$ cat src/rtl/traffic_intersection_ctrl_pkg.sv
// traffic_pkg: shared state encoding, lamp codes and round-robin helpers for the intersection controller
package traffic_pkg;
  typedef enum logic [1:0] {ST_GREEN = 2'b00, ST_YELLOW = 2'b01, ST_ALLRED = 2'b10, ST_FLASH = 2'b11} state_t;
  localparam logic [2:0] LAMP_R = 3'b100;
  localparam logic [2:0] LAMP_Y = 3'b010;
  localparam logic [2:0] LAMP_G = 3'b001;
  localparam logic [2:0] LAMP_OFF = 3'b000;
  localparam int MAX_APPR = 8;
  function automatic int max_of(input int a, input int b);
    return a > b ? a : b;
  endfunction
  // First pending approach searching from cur+1 over the other approaches only;
  // with none pending the rotation simply advances to cur+1.
  function automatic logic [2:0] next_pending(input logic [7:0] mask, input logic [2:0] cur, input int n);
    logic [2:0] idx;
    logic found;
    next_pending = 3'((int'(cur) + 1) % n);
    found = 1'b0;
    for (int k = 1; k < MAX_APPR; k++) begin
      idx = 3'((int'(cur) + k) % n);
      if (!found && k < n && mask[idx]) begin
        next_pending = idx;
        found = 1'b1;
      end
    end
  endfunction
endpackage

$ cat src/rtl/traffic_intersection_ctrl_if.sv
// traffic_intersection_ctrl_if: board-side bundle of the controller
//   flash/actuated/req : mode switches and per-approach requests into the controller
//   lamp/phase/state   : lamp drives ({R,Y,G} per approach), served approach, controller state
interface traffic_intersection_ctrl_if #(parameter int N_APPR = 2);
  import traffic_pkg::*;
  localparam int PW = N_APPR > 1 ? $clog2(N_APPR) : 1;
  logic flash;
  logic actuated;
  logic [N_APPR-1:0] req;
  logic [3*N_APPR-1:0] lamp;
  logic [PW-1:0] phase;
  state_t state;
  modport master (output flash, actuated, req, input lamp, phase, state);
  modport slave (input flash, actuated, req, output lamp, phase, state);
endinterface

$ cat src/rtl/traffic_intersection_ctrl_tick_prescaler.sv
// tick_prescaler: free-running divider emitting a one-clk tick every TICK_DIV clks
//   clk, rst_n : clock and async active-low reset
//   tick       : timing tick pulse
module tick_prescaler #(
  parameter int TICK_DIV = 50_000_000
) (
  input  logic clk,
  input  logic rst_n,
  output logic tick
);
  localparam int CW = $clog2(TICK_DIV + 1);
  logic [CW-1:0] cnt;
  assign tick = cnt == CW'(TICK_DIV - 1);
  always_ff @(posedge clk or negedge rst_n)
    if (!rst_n) cnt <= '0;
    else cnt <= tick ? '0 : cnt + 1'b1;
endmodule

$ cat src/rtl/traffic_intersection_ctrl.sv
// traffic_intersection_ctrl: N-approach signal controller with fixed/actuated rotation and flashing yellow
//   clk, rst_n : clock and async active-low reset
//   bus        : flash/actuated/req in; lamp (registered decode), phase, state out
module traffic_intersection_ctrl
  import traffic_pkg::*;
#(
  parameter int N_APPR          = 2,
  parameter int TICK_DIV        = 50_000_000,
  parameter int GREEN_TICKS     = 4,
  parameter int MAX_GREEN_TICKS = 12,
  parameter int YELLOW_TICKS    = 1,
  parameter int CLEAR_TICKS     = 1,
  parameter int FLASH_TICKS     = 1,
  parameter int LAMP_ACTIVE_LOW = 1
) (
  input logic clk,
  input logic rst_n,
  traffic_intersection_ctrl_if.slave bus
);
  localparam int PW = N_APPR > 1 ? $clog2(N_APPR) : 1;
  localparam int MX = max_of(max_of(GREEN_TICKS, MAX_GREEN_TICKS), max_of(YELLOW_TICKS, max_of(CLEAR_TICKS, FLASH_TICKS)));
  localparam int DW = $clog2(MX) + 1;
  localparam logic [2:0] POL = LAMP_ACTIVE_LOW != 0 ? 3'b111 : 3'b000;
  localparam logic [PW:0] N_LIM = (PW + 1)'(N_APPR);
  state_t state, state_n;
  logic [PW-1:0] phase, phase_n, phase_inc;
  logic [DW-1:0] dwell, dwell_n;
  logic [N_APPR-1:0] latch, latch_n, others;
  logic [3*N_APPR-1:0] lamp_n;
  logic [2:0] rr;
  logic blink, blink_n, first, first_n, tick, green_done, end_now;
  tick_prescaler #(.TICK_DIV(TICK_DIV)) u_tick (.clk(clk), .rst_n(rst_n), .tick(tick));
  assign others = latch & ~(N_APPR'(1) << phase);
  assign phase_inc = phase == PW'(N_APPR - 1) ? '0 : phase + 1'b1;
  assign rr = next_pending(8'(latch), 3'(phase), N_APPR);
  // Past minimum green, actuated mode yields as soon as another approach waits.
  assign green_done = bus.actuated ? (dwell >= DW'(MAX_GREEN_TICKS - 1) || (dwell >= DW'(GREEN_TICKS - 1) && |others))
                                   : dwell >= DW'(GREEN_TICKS - 1);
  assign end_now = tick && (state == ST_GREEN  ? green_done :
                            state == ST_YELLOW ? dwell >= DW'(YELLOW_TICKS - 1) :
                            state == ST_ALLRED ? dwell >= DW'(CLEAR_TICKS - 1) :
                                                 dwell >= DW'(FLASH_TICKS - 1));
  always_comb begin
    state_n = state;
    phase_n = phase;
    dwell_n = dwell;
    blink_n = blink;
    first_n = first;
    latch_n = latch;
    for (int a = 0; a < N_APPR; a++)
      if (bus.req[a] && !(state == ST_GREEN && phase == PW'(a))) latch_n[a] = 1'b1;
    if (tick) dwell_n = end_now ? '0 : dwell + 1'b1;
    case (state)
      ST_GREEN: if (end_now) state_n = ST_YELLOW;
      ST_YELLOW: if (end_now) state_n = ST_ALLRED;
      ST_ALLRED:
        if (end_now) begin
          // After reset or flash the first green serves the held phase 0 instead of advancing.
          state_n = ST_GREEN;
          phase_n = first ? phase : bus.actuated ? PW'(rr) : phase_inc;
          first_n = 1'b0;
          latch_n[phase_n] = 1'b0;
        end
      ST_FLASH:
        if (!bus.flash) begin
          state_n = ST_ALLRED;
          phase_n = '0;
          first_n = 1'b1;
          dwell_n = '0;
        end else if (end_now) blink_n = !blink;
      default: begin
        state_n = ST_ALLRED;
        phase_n = '0;
        first_n = 1'b1;
        dwell_n = '0;
      end
    endcase
    if ({1'b0, phase} >= N_LIM) begin
      state_n = ST_ALLRED;
      phase_n = '0;
      first_n = 1'b1;
      dwell_n = '0;
    end
    if (bus.flash) begin
      latch_n = '0;
      if (state != ST_FLASH) begin
        state_n = ST_FLASH;
        dwell_n = '0;
        blink_n = 1'b1;
      end
    end
  end
  always_comb begin
    lamp_n = '0;
    for (int a = 0; a < N_APPR; a++)
      lamp_n[3*a +: 3] = POL ^ (state == ST_FLASH ? (blink ? LAMP_Y : LAMP_OFF) :
                                phase != PW'(a)   ? LAMP_R :
                                state == ST_GREEN ? LAMP_G :
                                state == ST_YELLOW ? LAMP_Y : LAMP_R);
  end
  always_ff @(posedge clk or negedge rst_n)
    if (!rst_n) begin
      state <= ST_ALLRED;
      phase <= '0;
      dwell <= '0;
      latch <= '0;
      blink <= 1'b1;
      first <= 1'b1;
      bus.lamp <= {N_APPR{POL ^ LAMP_R}};
    end else begin
      state <= state_n;
      phase <= phase_n;
      dwell <= dwell_n;
      latch <= latch_n;
      blink <= blink_n;
      first <= first_n;
      bus.lamp <= lamp_n;
    end
  assign bus.phase = phase;
  assign bus.state = state;
endmodule

$ cat src/flat_wrapper.sv
// flat-port wrapper written by rule: the top's interface ports become plain ports
module traffic_intersection_ctrl_flat import traffic_pkg::*;
#(
  parameter int N_APPR          = 2,
  parameter int TICK_DIV        = 50_000_000,
  parameter int GREEN_TICKS     = 4,
  parameter int MAX_GREEN_TICKS = 12,
  parameter int YELLOW_TICKS    = 1,
  parameter int CLEAR_TICKS     = 1,
  parameter int FLASH_TICKS     = 1,
  parameter int LAMP_ACTIVE_LOW = 1
)
  (clk, rst_n, bus_flash, bus_actuated, bus_req, bus_lamp, bus_phase, bus_state);
  traffic_intersection_ctrl_if #(.N_APPR(N_APPR)) bus_i ();
  input logic clk;
  input logic rst_n;
  input wire logic [$bits(bus_i.flash)-1:0] bus_flash;
  input wire logic [$bits(bus_i.actuated)-1:0] bus_actuated;
  input wire logic [$bits(bus_i.req)-1:0] bus_req;
  output wire logic [$bits(bus_i.lamp)-1:0] bus_lamp;
  output wire logic [$bits(bus_i.phase)-1:0] bus_phase;
  output wire logic [$bits(bus_i.state)-1:0] bus_state;
  assign bus_i.flash = bus_flash;
  assign bus_i.actuated = bus_actuated;
  assign bus_i.req = bus_req;
  assign bus_lamp = bus_i.lamp;
  assign bus_phase = bus_i.phase;
  assign bus_state = bus_i.state;
  traffic_intersection_ctrl #(.N_APPR(N_APPR), .TICK_DIV(TICK_DIV), .GREEN_TICKS(GREEN_TICKS), .MAX_GREEN_TICKS(MAX_GREEN_TICKS), .YELLOW_TICKS(YELLOW_TICKS), .CLEAR_TICKS(CLEAR_TICKS), .FLASH_TICKS(FLASH_TICKS), .LAMP_ACTIVE_LOW(LAMP_ACTIVE_LOW)) u_core (.clk(clk), .rst_n(rst_n), .bus(bus_i));
endmodule
$ cat config.mk
export PLATFORM = sky130hd
export DESIGN_NAME = traffic_intersection_ctrl_flat
export DESIGN_NICKNAME = d
export VERILOG_FILES = /design/src/rtl/traffic_intersection_ctrl_pkg.sv /design/src/rtl/traffic_intersection_ctrl_if.sv /design/src/rtl/traffic_intersection_ctrl_tick_prescaler.sv /design/src/rtl/traffic_intersection_ctrl.sv /design/src/flat_wrapper.sv
export SDC_FILE = /design/constraint.sdc
export NUM_CORES = 1
export LEC_CHECK = 0
export CORE_ASPECT_RATIO = 1.2
export CORE_MARGIN = 2
export CORE_UTILIZATION = 63
export DETAILED_ROUTE_END_ITERATION = 12
export GPL_TIMING_DRIVEN = 0
export PLACE_DENSITY = 0.83
export SYNTH_ARGS = -nofsm -noshare
export SYNTH_HDL_FRONTEND = slang
export SYNTH_HIERARCHICAL = 1
export SYNTH_SLANG_ARGS = --single-unit
$ cat constraint.sdc
create_clock -name clk -period 5.08 [get_ports clk]
set_input_delay 1.016 -clock clk [delete_from_list [all_inputs] [get_ports clk]]
set_output_delay 1.016 -clock clk [all_outputs]
set_load 0.02 [all_outputs]
After elaboration in Yosys (flattened, before gate mapping)
Cells that the tools add are included.
- bits in registers: 44
- input port bits: 6
- $add $sub $neg: 4
- bitwise logic cells: 7
- equality and inequality tests: 7
- reductions and logical operators: 15
- order comparisons: 5
- shift-type cells: 1
- muxes and demuxes: 44
- operator list (operator ; count):
    2-to-1 mux 5 bit ; 6
    adder 26 x 1 -> 26 bit (second input constant) ; 1
    equality test 26 bit (second input constant) ; 1
    2-to-1 mux 26 bit ; 1
    2-to-1 mux 2 bit ; 10
    2-to-1 mux 3 bit ; 6
    2-to-1 mux 1 bit ; 17
    case mux 2 bit (4 select lines) ; 1
    logical AND 1 bit ; 7
    NOT 3 bit ; 2
    adder 5 x 1 -> 5 bit (second input constant) ; 1
    greater-or-equal comparator 5 x 1 -> 1 bit (second input constant) ; 1
    greater-or-equal comparator 5 x 2 -> 1 bit (second input constant) ; 1
    greater-or-equal comparator 5 x 4 -> 1 bit (second input constant) ; 1
    bitwise AND 2 bit ; 2
    equality test 2 bit (second input constant) ; 2
    != test 2 bit (second input constant) ; 2
    NOT 2 bit ; 2
    case mux 1 bit (2 select lines) ; 2
    zero test 1 bit ; 3
    AND reduction 3 bit ; 1
    adder 1 bit (second input constant) ; 2
    equality test 2 x 1 -> 1 bit (second input constant) ; 1
    zero test 2 bit ; 1
    other kinds (9) ; 9

Longest topological paths before layout
- depth in word-level cells: 15
- depth in mapped cells: 9
- gate-level depth less buffers: 7

By module
Netlist, hierarchy kept.
- modules (own cells, without submodules) (module ; cells each ; times used ; area each (sq um)):
    tick_prescaler ; 134 ; 1 ; 1337.5
    traffic_intersection_ctrl ; 94 ; 1 ; 925.9

Least setup slack after synthesis
No wires, ideal clock.
- path kind: flip-flop to flip-flop
- start: register u_core.u_tick.cnt[2]
- end: register u_core.dwell[2]
- arrival time: 2331 ps
- stages on the path, launching flop included: 9
- library setup time: 141 ps
- data required time: 4939 ps
- path slack: 2608 ps
- clock period less this slack: 2472 ps
- path buffers: 3
- cells stage by stage: dfrtp_1 > and4_1 > nand2_1 > nor4_4 > buf_2 > clkbuf_1 > buf_1 > nor3b_1 > nor3_1
- cells in the longest elaborated chain, start to end: 8
- ends and longest elaborated chain (item ; line ; RTL):
    start: declaration ; traffic_intersection_ctrl_tick_prescaler.sv:12 ; logic [CW-1:0] cnt;
    start signal: assignment ; traffic_intersection_ctrl_tick_prescaler.sv:16 ; else cnt <= tick ? '0 : cnt + 1'b1;
    equality test 26 bit * ; traffic_intersection_ctrl_tick_prescaler.sv:13 ; assign tick = cnt == CW'(TICK_DIV - 1);
    named net u_core.tick ; traffic_intersection_ctrl.sv:31 ; logic blink, blink_n, first, first_n, tick, green_done, end_now;
    logical AND 1 bit ; traffic_intersection_ctrl.sv:39 ; assign end_now = tick && (state == ST_GREEN ? green_done :
    2-to-1 mux 5 bit ; traffic_intersection_ctrl.sv:52 ; if (tick) dwell_n = end_now ? '0 : dwell + 1'b1;
    2-to-1 mux 5 bit * ; traffic_intersection_ctrl.sv:52 ;
    2-to-1 mux 5 bit ; traffic_intersection_ctrl.sv:65 ; if (!bus.flash) begin
    2-to-1 mux 5 bit * ; traffic_intersection_ctrl.sv:53 ; case (state)
    2-to-1 mux 5 bit ; traffic_intersection_ctrl.sv:86 ; if (state != ST_FLASH) begin
    2-to-1 mux 5 bit * ; traffic_intersection_ctrl.sv:84 ; if (bus.flash) begin
    named net u_core.dwell_n[2] ; traffic_intersection_ctrl.sv:27 ; logic [DW-1:0] dwell, dwell_n;
    end signal: assignment ; traffic_intersection_ctrl.sv:113 ; dwell <= dwell_n;
    end: declaration ; traffic_intersection_ctrl.sv:27 ;
The timed path passes the listed nets; every way through them passes the cells marked *.
A chain may end at the register's enable or synchronous reset.

Worst setup path in the final report
Ends and elaborated chain as after synthesis.

==> results list <==
* Run status: finished with violations
- The checks that failed: design-rule violations.
* Die Wd: 58.7 microns
- Gate count after technology mapping: 228
* Clock tree sinks: 44
- The total overflow left after global routing is 0.
- Maximum number of pins on one net before global-route repair: 31
* Number of enable-type register cells in the synthesized netlist: 0
- TritonCTS built the clock tree.
- Post-CTS Setup Bufs: 0
* Yosys warning count: 6
- Once the clock tree was built, the resizer swapped 0 gates to a different size.
- Ranking of synthesized cells by instance count: sky130_fd_sc_hd__dfrtp_1 (37), sky130_fd_sc_hd__nor2_1 (20), sky130_fd_sc_hd__a21oi_1 (17), sky130_fd_sc_hd__nand2_1 (17)
- Async S/R FF share, synth: 100%
- Final cycle utilization of the critical path: 59.9%
* Routed length per instance: 15.5 microns
- The worst setup path is of the reg -> reg kind.
* Antenna violations before repair: 0
- The first global-routing pass estimated 7650 microns of wire.
- Height of the chip: 69.7 microns
* Clock insertion delay at the later pin of the skew report: 0.31 ns
- For this design the top-level I/O count stands at 15.
- The number of max-slew violations in the final report is 0.
* Setup total negative slack: 0 ns
- Worst Hold Class: reg -> reg
- Mean number of vias per cell: 6.12
- The wire-length estimate of the detail-placed layout is 3230 microns.
- For this run, the total global-route usage over all layers was measured as 24.5%.
- Number of global-route vias before repair: 1730
* Residual antenna-violating net count after detailed routing: 0
- sky130_fd_sc_hd__dfrtp_1 is the most common cell in the netlist.
* Die Footprint: 0.00409 sq mm
- On the final layout, the worst clock skew is 0.0112 ns.
- After synthesis, flip-flops and latches occupy 49.0% of the total area.
- In this run, placement finished with an instance count of 279.
- After detailed routing, the number of remaining DRC violations is 1.
- Maximum ir drop on the vdd rail: 0.225 mV
- Arrival time at the worst endpoint: 3.22 ns
- Root buffer cell: sky130_fd_sc_hd__clkbuf_8
- Hold Fails Final Rpt: 0
- The first detailed-routing pass ran for 8 iterations.
* CTS HTree Levels: 2
- After clock tree synthesis, the clock-pin slew on the worst setup and hold paths is 0.08 ns.
* Final non-filler cell total: 287
- The finished cells cover 0.00255 sq mm.
- Number of max-capacitance violations reported: 0
- Buffers from clock root to sink, at most: 2
* Power after layout: 0.699 mW
- Total wirelength of the detailed-routed design: 4450 microns
- Static Leak: 1.03 nW
- At the end of routability-driven placement, the weighted congestion stood at 0.862.
- Power spread over the standard cell area amounts to 274 mW/mm^2.
* Critical Path Max Stage Delay: 0.59 ns
* Number of CTS-inserted buffers: 5
* Core outline area: 0.00340 sq mm
* Initial cell density of the core: 66.7%
* Area of the mapped netlist: 0.00226 sq mm
- Count of input and output buffers: 13
* Highest attainable clock frequency: 329 MHz
- Buffers inserted to repair hold after CTS numbered 0.
- Layout Area Growth over Synthesis: 12.8%
- Number of inserted diodes: 0
- Ranked by total cell area, the synthesized netlist is headed by sky130_fd_sc_hd__dfrtp_1 (41%), sky130_fd_sc_hd__dfstp_2 (8.1%), sky130_fd_sc_hd__xnor2_1 (3.9%).
- After synthesis, the largest area contributor takes up 40.9% of total cell area.
* Placed Instance Area: 0.00245 sq mm
* Avg Synthesized Cell Area: 9.93 sq um
- Net count of the finished layout: 258
- Final critical path time including I/O delays and setup: 3.04 ns
- Crit path capture type: flop
* Routed via count: 1756
- Transition at the pin with the smallest max-transition slack: 0.679 ns
* Initial DRC Count: 68
- Setup violations remaining at the end of the flow were counted as 0.
- The worst pin sits at a relative slew slack of 54.3%.
- The post-route netlist has 12.8% of its cells at a drive strength greater than 1.
* Top_reg_cell synth: sky130_fd_sc_hd__dfrtp_1
- Row generation in the floorplan step produced 23 rows.
- The number of nets in the synthesized netlist is 237.
- Setup repair after global routing left no endpoint under its margin.
- The biggest area contributor in the post-synthesis netlist is sky130_fd_sc_hd__dfrtp_1.
- Number of distinct standard cells referenced by the synthesized netlist: 48
- For the worst setup path, the data required time is 5.25 ns.
* Critical-path maximum fanout: 10
* CP Launch Type: flop
* Register bit count reported by yosys: 44
- Among all stages on the critical path, the largest delay is contributed by sky130_fd_sc_hd__nor4_4.
* CP Cell Sequence: and4_1 -> nand2_1 -> nor4_4 -> buf_2 -> clkbuf_1 -> buf_1 -> nor3b_1 -> nor3_1
==> critical path: cells and delay by family (launching register included) <==
kind	cells	cell delay, ns
and+or+nand+nor	5	1.32
buffers and inverters	3	1.11
DFF	1	0.47
==> per-stage QoR <==
stage / util [%] / setup WS (ns) / hold slack (ns)
2_1_floorplan: - / 2.61 / 0.464
3_3_place_gp: 71.8 / 1.89 / 0.491
3_5_place_dp: 72.3 / 2.04 / 0.493
4_1_cts: 75.2 / 2.02 / 0.506
5_1_grt: 75.2 / 1.80 / 0.528
6_report: 75.2 / 2.04 / 0.503
==> logic make-up (layout without fill, tap and decap cells) <==
| logic type | after synthesis | after routing | share of synthesized area [%] |
|---|---|---|---|
| xor+xnor | 18 | 18 | 6.97 |
| fa+ha+maj | 3 | 3 | 1.66 |
| simple gates | 99 | 99 | 25.2 |
| buf+inv | 18 | 40 | 3.54 |
| mux | 2 | 2 | 1.11 |
| compound gates | 44 | 44 | 12.5 |
| flops | 44 | 44 | 49.0 |
==> sequential cells by signal, summed over array words and instances (netlist names) <==
signal	count
u_core/u_tick/cnt	26
u_core/bus.phase	1
u_core/first	1
u_core/latch	2
u_core/bus.lamp	6
u_core/bus.state	2
u_core/dwell	5
u_core/blink	1
==> per-layer routing <==
| metal | track usage [%] | up-vias | wire [microns] |
|---|---|---|---|
| met1 | 29.2 | 859 | 1910 |
| met4 | 11.1 | 0 | 102 |
| met3 | 4.66 | 10 | 119 |
| met2 | 41.7 | 24 | 2320 |
| li1 | - | 863 | - |
| met5 | 0 | - | 0 |
==> cell usage in the layout, fill, tap and decap left out, types with 2 or more instances in the layout <==
cell type and count:
sky130_fd_sc_hd__o31ai_1 2, sky130_fd_sc_hd__clkbuf_8 6, sky130_fd_sc_hd__inv_1 9, sky130_fd_sc_hd__o21ai_0 11
sky130_fd_sc_hd__and3_1 6, sky130_fd_sc_hd__buf_2 5, sky130_fd_sc_hd__a211oi_1 3, sky130_fd_sc_hd__and4_1 4
sky130_fd_sc_hd__nor3b_1 2, sky130_fd_sc_hd__clkbuf_1 3, sky130_fd_sc_hd__xor2_1 8, sky130_fd_sc_hd__and2_1 2
sky130_fd_sc_hd__nand2_1 17, sky130_fd_sc_hd__nor3_1 6, sky130_fd_sc_hd__or4_1 3, sky130_fd_sc_hd__a21oi_1 17
sky130_fd_sc_hd__nand3_1 11, sky130_fd_sc_hd__clkinvlp_4 2, sky130_fd_sc_hd__or3b_2 2, sky130_fd_sc_hd__nand2b_1 2
sky130_fd_sc_hd__or3_1 5, sky130_fd_sc_hd__nor2_1 20, sky130_fd_sc_hd__ha_1 3, sky130_fd_sc_hd__clkdlybuf4s50_1 12
sky130_fd_sc_hd__nand3b_1 2, sky130_fd_sc_hd__a31oi_1 2, sky130_fd_sc_hd__dfstp_2 7, sky130_fd_sc_hd__nand4_1 6
sky130_fd_sc_hd__xnor2_1 10, sky130_fd_sc_hd__nor4_1 4, sky130_fd_sc_hd__dfrtp_1 37
==> report_power, final <==
part           internal [mW]  total, mW  switching (mW)
combinational         0.0421     0.0943          0.0522
clock                  0.110      0.232           0.122
sequential             0.364      0.372         0.00819
==> final timing paths <==
kind | from | endpoint | slack [ns] | cells past startpoint
worst min-delay path | u_core/u_tick/cnt[24]$_DFF_PN0_ | u_core/u_tick/cnt[24]$_DFF_PN0_ | 0.50 | 1
min in group asynchronous | rst_n | u_core/u_tick/cnt[8]$_DFF_PN0_ | 0.62 | 1
max in group asynchronous | rst_n | u_core/bus.lamp[3]$_DFF_PN1_ | 3.93 | 2
worst min register to register | u_core/u_tick/cnt[24]$_DFF_PN0_ | u_core/u_tick/cnt[24]$_DFF_PN0_ | 0.50 | 1
worst max register to register | u_core/u_tick/cnt[2]$_DFF_PN0_ | u_core/dwell[2]$_DFF_PN0_ | 2.04 | 8
worst max-delay path | u_core/u_tick/cnt[2]$_DFF_PN0_ | u_core/dwell[2]$_DFF_PN0_ | 2.04 | 8
==> final cells by class <==
type	instances	area [sq um]
sequential	44	1110
multi-input combinational	166	1070
fill	242	843
timing repair buffer	14	145
clock buffer	6	82.6
buffer	9	46.3
tap	37	46.3
inverter	9	33.8
clock inverter	2	15.0
Power figures use the tool's default switching activity.
